File: config.mk
export PLATFORM = sky130hd
export DESIGN_NAME = multicycle_control
export DESIGN_NICKNAME = d
export VERILOG_FILES = /design/src/rtl/riscv_pkg.sv /design/src/rtl/multicycle_ctrl_decode.sv /design/src/rtl/multicycle_control.sv
export SDC_FILE = /design/constraint.sdc
export NUM_CORES = 1
export LEC_CHECK = 0
export ABC_AREA = 1
export CAP_MARGIN = 40
export CORE_AREA = 4 4 48 50
export DETAILED_ROUTE_END_ITERATION = 12
export DIE_AREA = 0 0 52 54
export PLACE_DENSITY = 0.66
export SLEW_MARGIN = 20
export SYNTH_ARGS = -nofsm -noshare
export SYNTH_HDL_FRONTEND = slang
export SYNTH_SLANG_ARGS = --single-unit
File: constraint.sdc
create_clock -name i_clk -period 1.3 [get_ports i_clk]
set_clock_uncertainty 0.05 [all_clocks]
set_input_delay 0.26 -clock i_clk [delete_from_list [all_inputs] [get_ports i_clk]]
set_output_delay 0.26 -clock i_clk [all_outputs]
set_load 0.03 [all_outputs]
File: src/rtl/riscv_pkg.sv
// Shared opcodes, FSM state encoding and datapath select codes for the multi-cycle RV64 controller.
// Pure definitions; no logic, no latency, no flow control.
package riscv_pkg;

    localparam logic [6:0] OP_R   = 7'b0110011;
    localparam logic [6:0] OP_LD  = 7'b0000011;
    localparam logic [6:0] OP_SD  = 7'b0100011;
    localparam logic [6:0] OP_BEQ = 7'b1100011;

    localparam logic [1:0] ALU_OP_ADD   = 2'b00;
    localparam logic [1:0] ALU_OP_SUB   = 2'b01;
    localparam logic [1:0] ALU_OP_FUNCT = 2'b10;

    localparam logic [1:0] SRCB_REG     = 2'b00;
    localparam logic [1:0] SRCB_FOUR    = 2'b01;
    localparam logic [1:0] SRCB_IMM     = 2'b10;
    localparam logic [1:0] SRCB_IMM_SH1 = 2'b11;

    typedef enum logic [3:0] {
        S_FETCH     = 4'd0,
        S_DECODE    = 4'd1,
        S_MEM_ADDR  = 4'd2,
        S_MEM_READ  = 4'd3,
        S_MEM_WB    = 4'd4,
        S_MEM_WRITE = 4'd5,
        S_EXEC_R    = 4'd6,
        S_R_WB      = 4'd7,
        S_BRANCH    = 4'd8,
        S_TRAP      = 4'd9
    } state_t;

    // Moore part of the control word; Mealy gating is applied by the FSM top.
    typedef struct packed {
        logic       pc_write;
        logic       pc_src;
        logic       ir_write;
        logic       i_or_d;
        logic       mem_read;
        logic       mem_write;
        logic       mem_to_reg;
        logic       reg_write;
        logic       alu_src_a;
        logic [1:0] alu_src_b;
        logic [1:0] alu_op;
        logic       instr_done;
        logic       illegal;
    } ctrl_t;

endpackage

File: src/rtl/multicycle_ctrl_decode.sv
// Pure combinational state -> Moore control word; zero latency, no flow control.
// Unused encodings decode to an all-zero word.
module multicycle_ctrl_decode
    import riscv_pkg::*;
(
    input  state_t state,
    output ctrl_t  ctrl
);

    always_comb begin
        ctrl = '0;
        case (state)
            S_FETCH: begin
                ctrl.mem_read  = 1'b1;
                ctrl.alu_src_b = SRCB_FOUR;
                ctrl.alu_op    = ALU_OP_ADD;
            end
            S_DECODE: begin
                // ALUOut captures OldPC + (imm << 1) as the branch target.
                ctrl.alu_src_b = SRCB_IMM_SH1;
                ctrl.alu_op    = ALU_OP_ADD;
            end
            S_MEM_ADDR: begin
                ctrl.alu_src_a = 1'b1;
                ctrl.alu_src_b = SRCB_IMM;
                ctrl.alu_op    = ALU_OP_ADD;
            end
            S_MEM_READ: begin
                ctrl.mem_read = 1'b1;
                ctrl.i_or_d   = 1'b1;
            end
            S_MEM_WB: begin
                ctrl.reg_write  = 1'b1;
                ctrl.mem_to_reg = 1'b1;
                ctrl.instr_done = 1'b1;
            end
            S_MEM_WRITE: begin
                ctrl.mem_write = 1'b1;
                ctrl.i_or_d    = 1'b1;
            end
            S_EXEC_R: begin
                ctrl.alu_src_a = 1'b1;
                ctrl.alu_src_b = SRCB_REG;
                ctrl.alu_op    = ALU_OP_FUNCT;
            end
            S_R_WB: begin
                ctrl.reg_write  = 1'b1;
                ctrl.instr_done = 1'b1;
            end
            S_BRANCH: begin
                ctrl.alu_src_a  = 1'b1;
                ctrl.alu_src_b  = SRCB_REG;
                ctrl.alu_op     = ALU_OP_SUB;
                ctrl.pc_src     = 1'b1;
                ctrl.instr_done = 1'b1;
            end
            S_TRAP: begin
                ctrl.illegal = 1'b1;
            end
            default: ctrl = '0;
        endcase
    end

endmodule

File: src/rtl/multicycle_control.sv
// Multi-cycle FSM sequencer: 3-5 cycles per instruction plus one per memory wait cycle.
// Memory stalls via i_mem_ready in FETCH/MEM_READ/MEM_WRITE; all outputs forced low during reset.
module multicycle_control
    import riscv_pkg::*;
#(
    parameter int STATE_W = 4
) (
    input  logic               i_clk,
    input  logic               i_rst_n,
    input  logic [6:0]         i_opcode,
    input  logic               i_zero,
    input  logic               i_mem_ready,
    output logic               o_pc_write,
    output logic               o_pc_src,
    output logic               o_ir_write,
    output logic               o_i_or_d,
    output logic               o_mem_read,
    output logic               o_mem_write,
    output logic               o_mem_to_reg,
    output logic               o_reg_write,
    output logic               o_alu_src_a,
    output logic [1:0]         o_alu_src_b,
    output logic [1:0]         o_alu_op,
    output logic               o_instr_done,
    output logic               o_illegal,
    output logic [STATE_W-1:0] o_state
);

    state_t state_q;
    state_t state_d;
    logic   is_store_q;
    ctrl_t  ctrl;
    logic   pc_write_g;
    logic   ir_write_g;
    logic   instr_done_g;

    always_ff @(posedge i_clk or negedge i_rst_n) begin
        if (!i_rst_n) begin
            state_q    <= S_FETCH;
            is_store_q <= 1'b0;
        end else begin
            state_q <= state_d;
            if (state_q == S_DECODE)
                is_store_q <= (i_opcode == OP_SD);
        end
    end

    always_comb begin
        state_d = state_q;
        case (state_q)
            S_FETCH:     if (i_mem_ready) state_d = S_DECODE;
            S_DECODE: begin
                case (i_opcode)
                    OP_R:          state_d = S_EXEC_R;
                    OP_LD, OP_SD:  state_d = S_MEM_ADDR;
                    OP_BEQ:        state_d = S_BRANCH;
                    default:       state_d = S_TRAP;
                endcase
            end
            S_MEM_ADDR:  state_d = is_store_q ? S_MEM_WRITE : S_MEM_READ;
            S_MEM_READ:  if (i_mem_ready) state_d = S_MEM_WB;
            S_MEM_WB:    state_d = S_FETCH;
            S_MEM_WRITE: if (i_mem_ready) state_d = S_FETCH;
            S_EXEC_R:    state_d = S_R_WB;
            S_R_WB:      state_d = S_FETCH;
            S_BRANCH:    state_d = S_FETCH;
            S_TRAP:      state_d = S_TRAP;
            default:     state_d = S_TRAP;
        endcase
    end

    multicycle_ctrl_decode u_decode (
        .state (state_q),
        .ctrl  (ctrl)
    );

    always_comb begin
        pc_write_g   = ctrl.pc_write;
        ir_write_g   = ctrl.ir_write;
        instr_done_g = ctrl.instr_done;
        if (state_q == S_FETCH) begin
            pc_write_g = i_mem_ready;
            ir_write_g = i_mem_ready;
        end
        if (state_q == S_BRANCH)
            pc_write_g = i_zero;
        if (state_q == S_MEM_WRITE)
            instr_done_g = i_mem_ready;
    end

    // Reset is applied combinationally so no enable can leak out in the reset cycle.
    assign o_pc_write   = i_rst_n & pc_write_g;
    assign o_pc_src     = i_rst_n & ctrl.pc_src;
    assign o_ir_write   = i_rst_n & ir_write_g;
    assign o_i_or_d     = i_rst_n & ctrl.i_or_d;
    assign o_mem_read   = i_rst_n & ctrl.mem_read;
    assign o_mem_write  = i_rst_n & ctrl.mem_write;
    assign o_mem_to_reg = i_rst_n & ctrl.mem_to_reg;
    assign o_reg_write  = i_rst_n & ctrl.reg_write;
    assign o_alu_src_a  = i_rst_n & ctrl.alu_src_a;
    assign o_alu_src_b  = i_rst_n ? ctrl.alu_src_b : 2'b00;
    assign o_alu_op     = i_rst_n ? ctrl.alu_op : 2'b00;
    assign o_instr_done = i_rst_n & instr_done_g;
    assign o_illegal    = i_rst_n & ctrl.illegal;
    assign o_state      = i_rst_n ? STATE_W'(state_q) : '0;

endmodule

==> impl_results.md <==
* Status: finished, violations left
* Failing checks: setup timing
* FMAX at 0.5884 GHz
* Worst Hold Margin at 127.6 ps
* Clk_lat worst skew at 240 ps
* Pre-CTS WS at -465.7 ps
* CP Class: reg2out
* Average size of a mapped cell at 5.663 sq um
* Rel. slew slack at 73.91%
* Nets at 177
* Placed instance count at 180
* Area of the mapped netlist at 538.0 sq um
* Crit path buf inv count at 1
* Fillers at 124
* PortBufs at 29
* Average wire per standard cell at 13.43 um
* Unrepaired setup endpoints after global routing: yes
* Final cell count without fillers at 192
* Proportion of layout cells with a drive suffix above 1 at 71.52%
* Cell count after synthesis at 95
* Hold WC Path Type: in2async
* Worst Path Max Fanout at 5
* DR vias at 886
* Hold Buf Count CTS at 0
* Ys Warns at 0
* Detail Placement HPWL at 1.534 mm
* CTS tree: yes
* Mux cell area share after synthesis at 0%
* CP max-delay cell: dfrtp_2
* Post-synthesis sequential area ratio at 23.26%
* Cell area power density at 301.1 nW/um^2
* Syn nets at 106
* VDD IR-drop max at 0.0003954 V
* First-pass GRT wire length at 3.277 mm
* Vias per inst at 4.615
* Crit path capture type: output pin
* Total Power at 0.4505 mW
* Worst-path cell chain: nor2_4 -> nand2_2 -> a211oi_4 -> buf_6
* Diode count at 0
* Leakage at 0.7057 nW
* Main flop type after synthesis: dfrtp_1
* Data required time of the critical path at 990 ps
* Main combinational cell family by area after synthesis: simple AND/OR/NAND/NOR gates
* Initial DRT Pass Iterations at 3
* DRT antenna net count at 0
* Post-Synth Adder-Cell Area at 0%
* Global route overflow at 0
* Fin crit period at 1699 ps
* Layout Utilization at 78.68%
* Flop2flop setup slack at -160 ps
* Largest net degree at the start of global routing at 10
* Most frequent cells after synthesis: 25 x nand2_1, 17 x inv_1, 15 x nor2_1
* Startpoint Class: flip-flop
* Starting DRC count in detailed routing at 9
* CTS Sinks at 5
* Post-synthesis async set-or-reset flop share at 100.0%
* CP Data Arrival Time at 1390 ps
* Worst setup slack after layout at -399.5 ps
* Area leader, netlist: dfrtp_1
* Rows at 16
* Yosys cell types at 21
* CP delay by family, top: flip-flops
* Htree depth at 1
* Fin. Hold Viols at 0
* #FFs+latches synth at 5
* Slew at the pin closest to its max-slew limit at 389.9 ps
* CP max stage delay at 470 ps
* GRT Total Usage at 15.73%
* Post-Synth XOR/XNOR Area at 0%
* I/O pin cnt at 30
* Compound-Gate Fraction of Synth Area at 11.16%
* Area of the core at 1902 sq um
* Root cell of the clock tree: clkbuf_4
* Synth Area in Simple Gates at 50.93%
* Routed WL at 2.578 mm
* Clk pin slew, worst setup/hold paths at 40 ps
* Count leader, synth: nand2_1
* Final period util at 130.7%
* Post-synth EDFFs at 0
* Routability cong. at 0.8170
* Total CTS buffers at 3
* Most area-consuming cells after synthesis: dfrtp_1 23%, nand2_1 17%, inv_1 12%
* DIE AREA at 2808 sq um
* Yosys top cell area share at 23.26%
* Initial Util at 28.29%
* Clk buf depth at 2
* Remaining DRCs at 0
* Vias in the first global route at 803
* DIE HEIGHT at 54 um
* Slew Viols, Final at 0
* P&R area growth vs syn at 178.1%
* Max Cap Viol at 0
* Initial antenna violation count at 0
* Die span in x at 52 um
* Setup violations, final at 24
==> layout make-up <==
class	instances	area, sq um	share of cell area (%)
tap	27	33.78	2.258
timing repair buffer	66	639.4	42.73
sequential	5	130.1	8.696
clock buffer	4	26.28	1.756
multi-input combinational	69	580.6	38.80
inverter	21	86.33	5.769
==> layer usage <==
layer	wire length [um]	vias up	GRT usage, %
met5	0	-	0
met4	12	0	7.424
met3	81	3	1.939
met2	1582	27	30.33
met1	901	424	16.80
li1	-	432	-
==> flip-flops by register name, summed over array words and instances (netlist names) <==
register / cells
is_store_q: 1
state_q: 4
==> timing repair <==
action / CTS / global route
resized for setup: 33 / 39
pin swaps: 15 / 20
hold endpoints to repair: 0 / 0
buffers inserted: 3 / 10
endpoints found under the setup margin: 23 / 24
==> cell families (layout without fill, tap and decap cells) <==
| group | Yosys count | in the layout |
|---|---|---|
| compound gates | 10 | 10 |
| simple gates | 59 | 59 |
| buf+inv | 21 | 91 |
| flops | 5 | 5 |
==> per-stage QoR <==
stage / area (sq um) / TNS [ps]
floorplan: 676.9 / -939.6
global placement: 1171 / -7441
detailed placement: 1171 / -7447
CTS: 1320 / -6077
global route: 1496 / -7759
finish: 1496 / -6135
==> power by group <==
group / leakage, nW / internal (mW) / switching [mW]
Clock: 0.0150 / 0.116 / 0.0580
Combinational: 0.641 / 0.0622 / 0.0583
Sequential: 0.0502 / 0.156 / 0
==> final timing paths <==
| path | start | end | depth (start not counted) |
|---|---|---|---|
| max | state_q[3] | o_instr_done | 4 |
| max reg2reg | state_q[3] | state_q[0] | 9 |
| max in group asynchronous | i_rst_n | state_q[1] | 2 |
| min | i_rst_n | state_q[0] | 2 |
| min in group i_clk | is_store_q | is_store_q | 2 |
| min reg2reg | is_store_q | is_store_q | 2 |
==> cell usage in the layout, fill, tap and decap left out <==
cell,n
nor2_4,14
inv_1,11
o21ai_0,1
dfrtp_1,1
o211ai_1,1
a21oi_4,3
inv_4,3
a211oi_4,1
inv_2,7
nor2_1,4
dfrtp_2,4
nand2_2,10
clkbuf_1,1
o22ai_1,1
clkbuf_4,3
nand2_4,6
nand3_4,1
o21ai_1,1
nor3_1,1
nor3_4,1
a21oi_1,1
nor2_2,3
nand2_1,13
buf_6,32
buf_4,24
nand3_2,5
nand4_1,1
o22a_4,1
clkdlybuf4s50_1,9
dlygate4sd2_1,1
(Power assumes the default switching activity.)
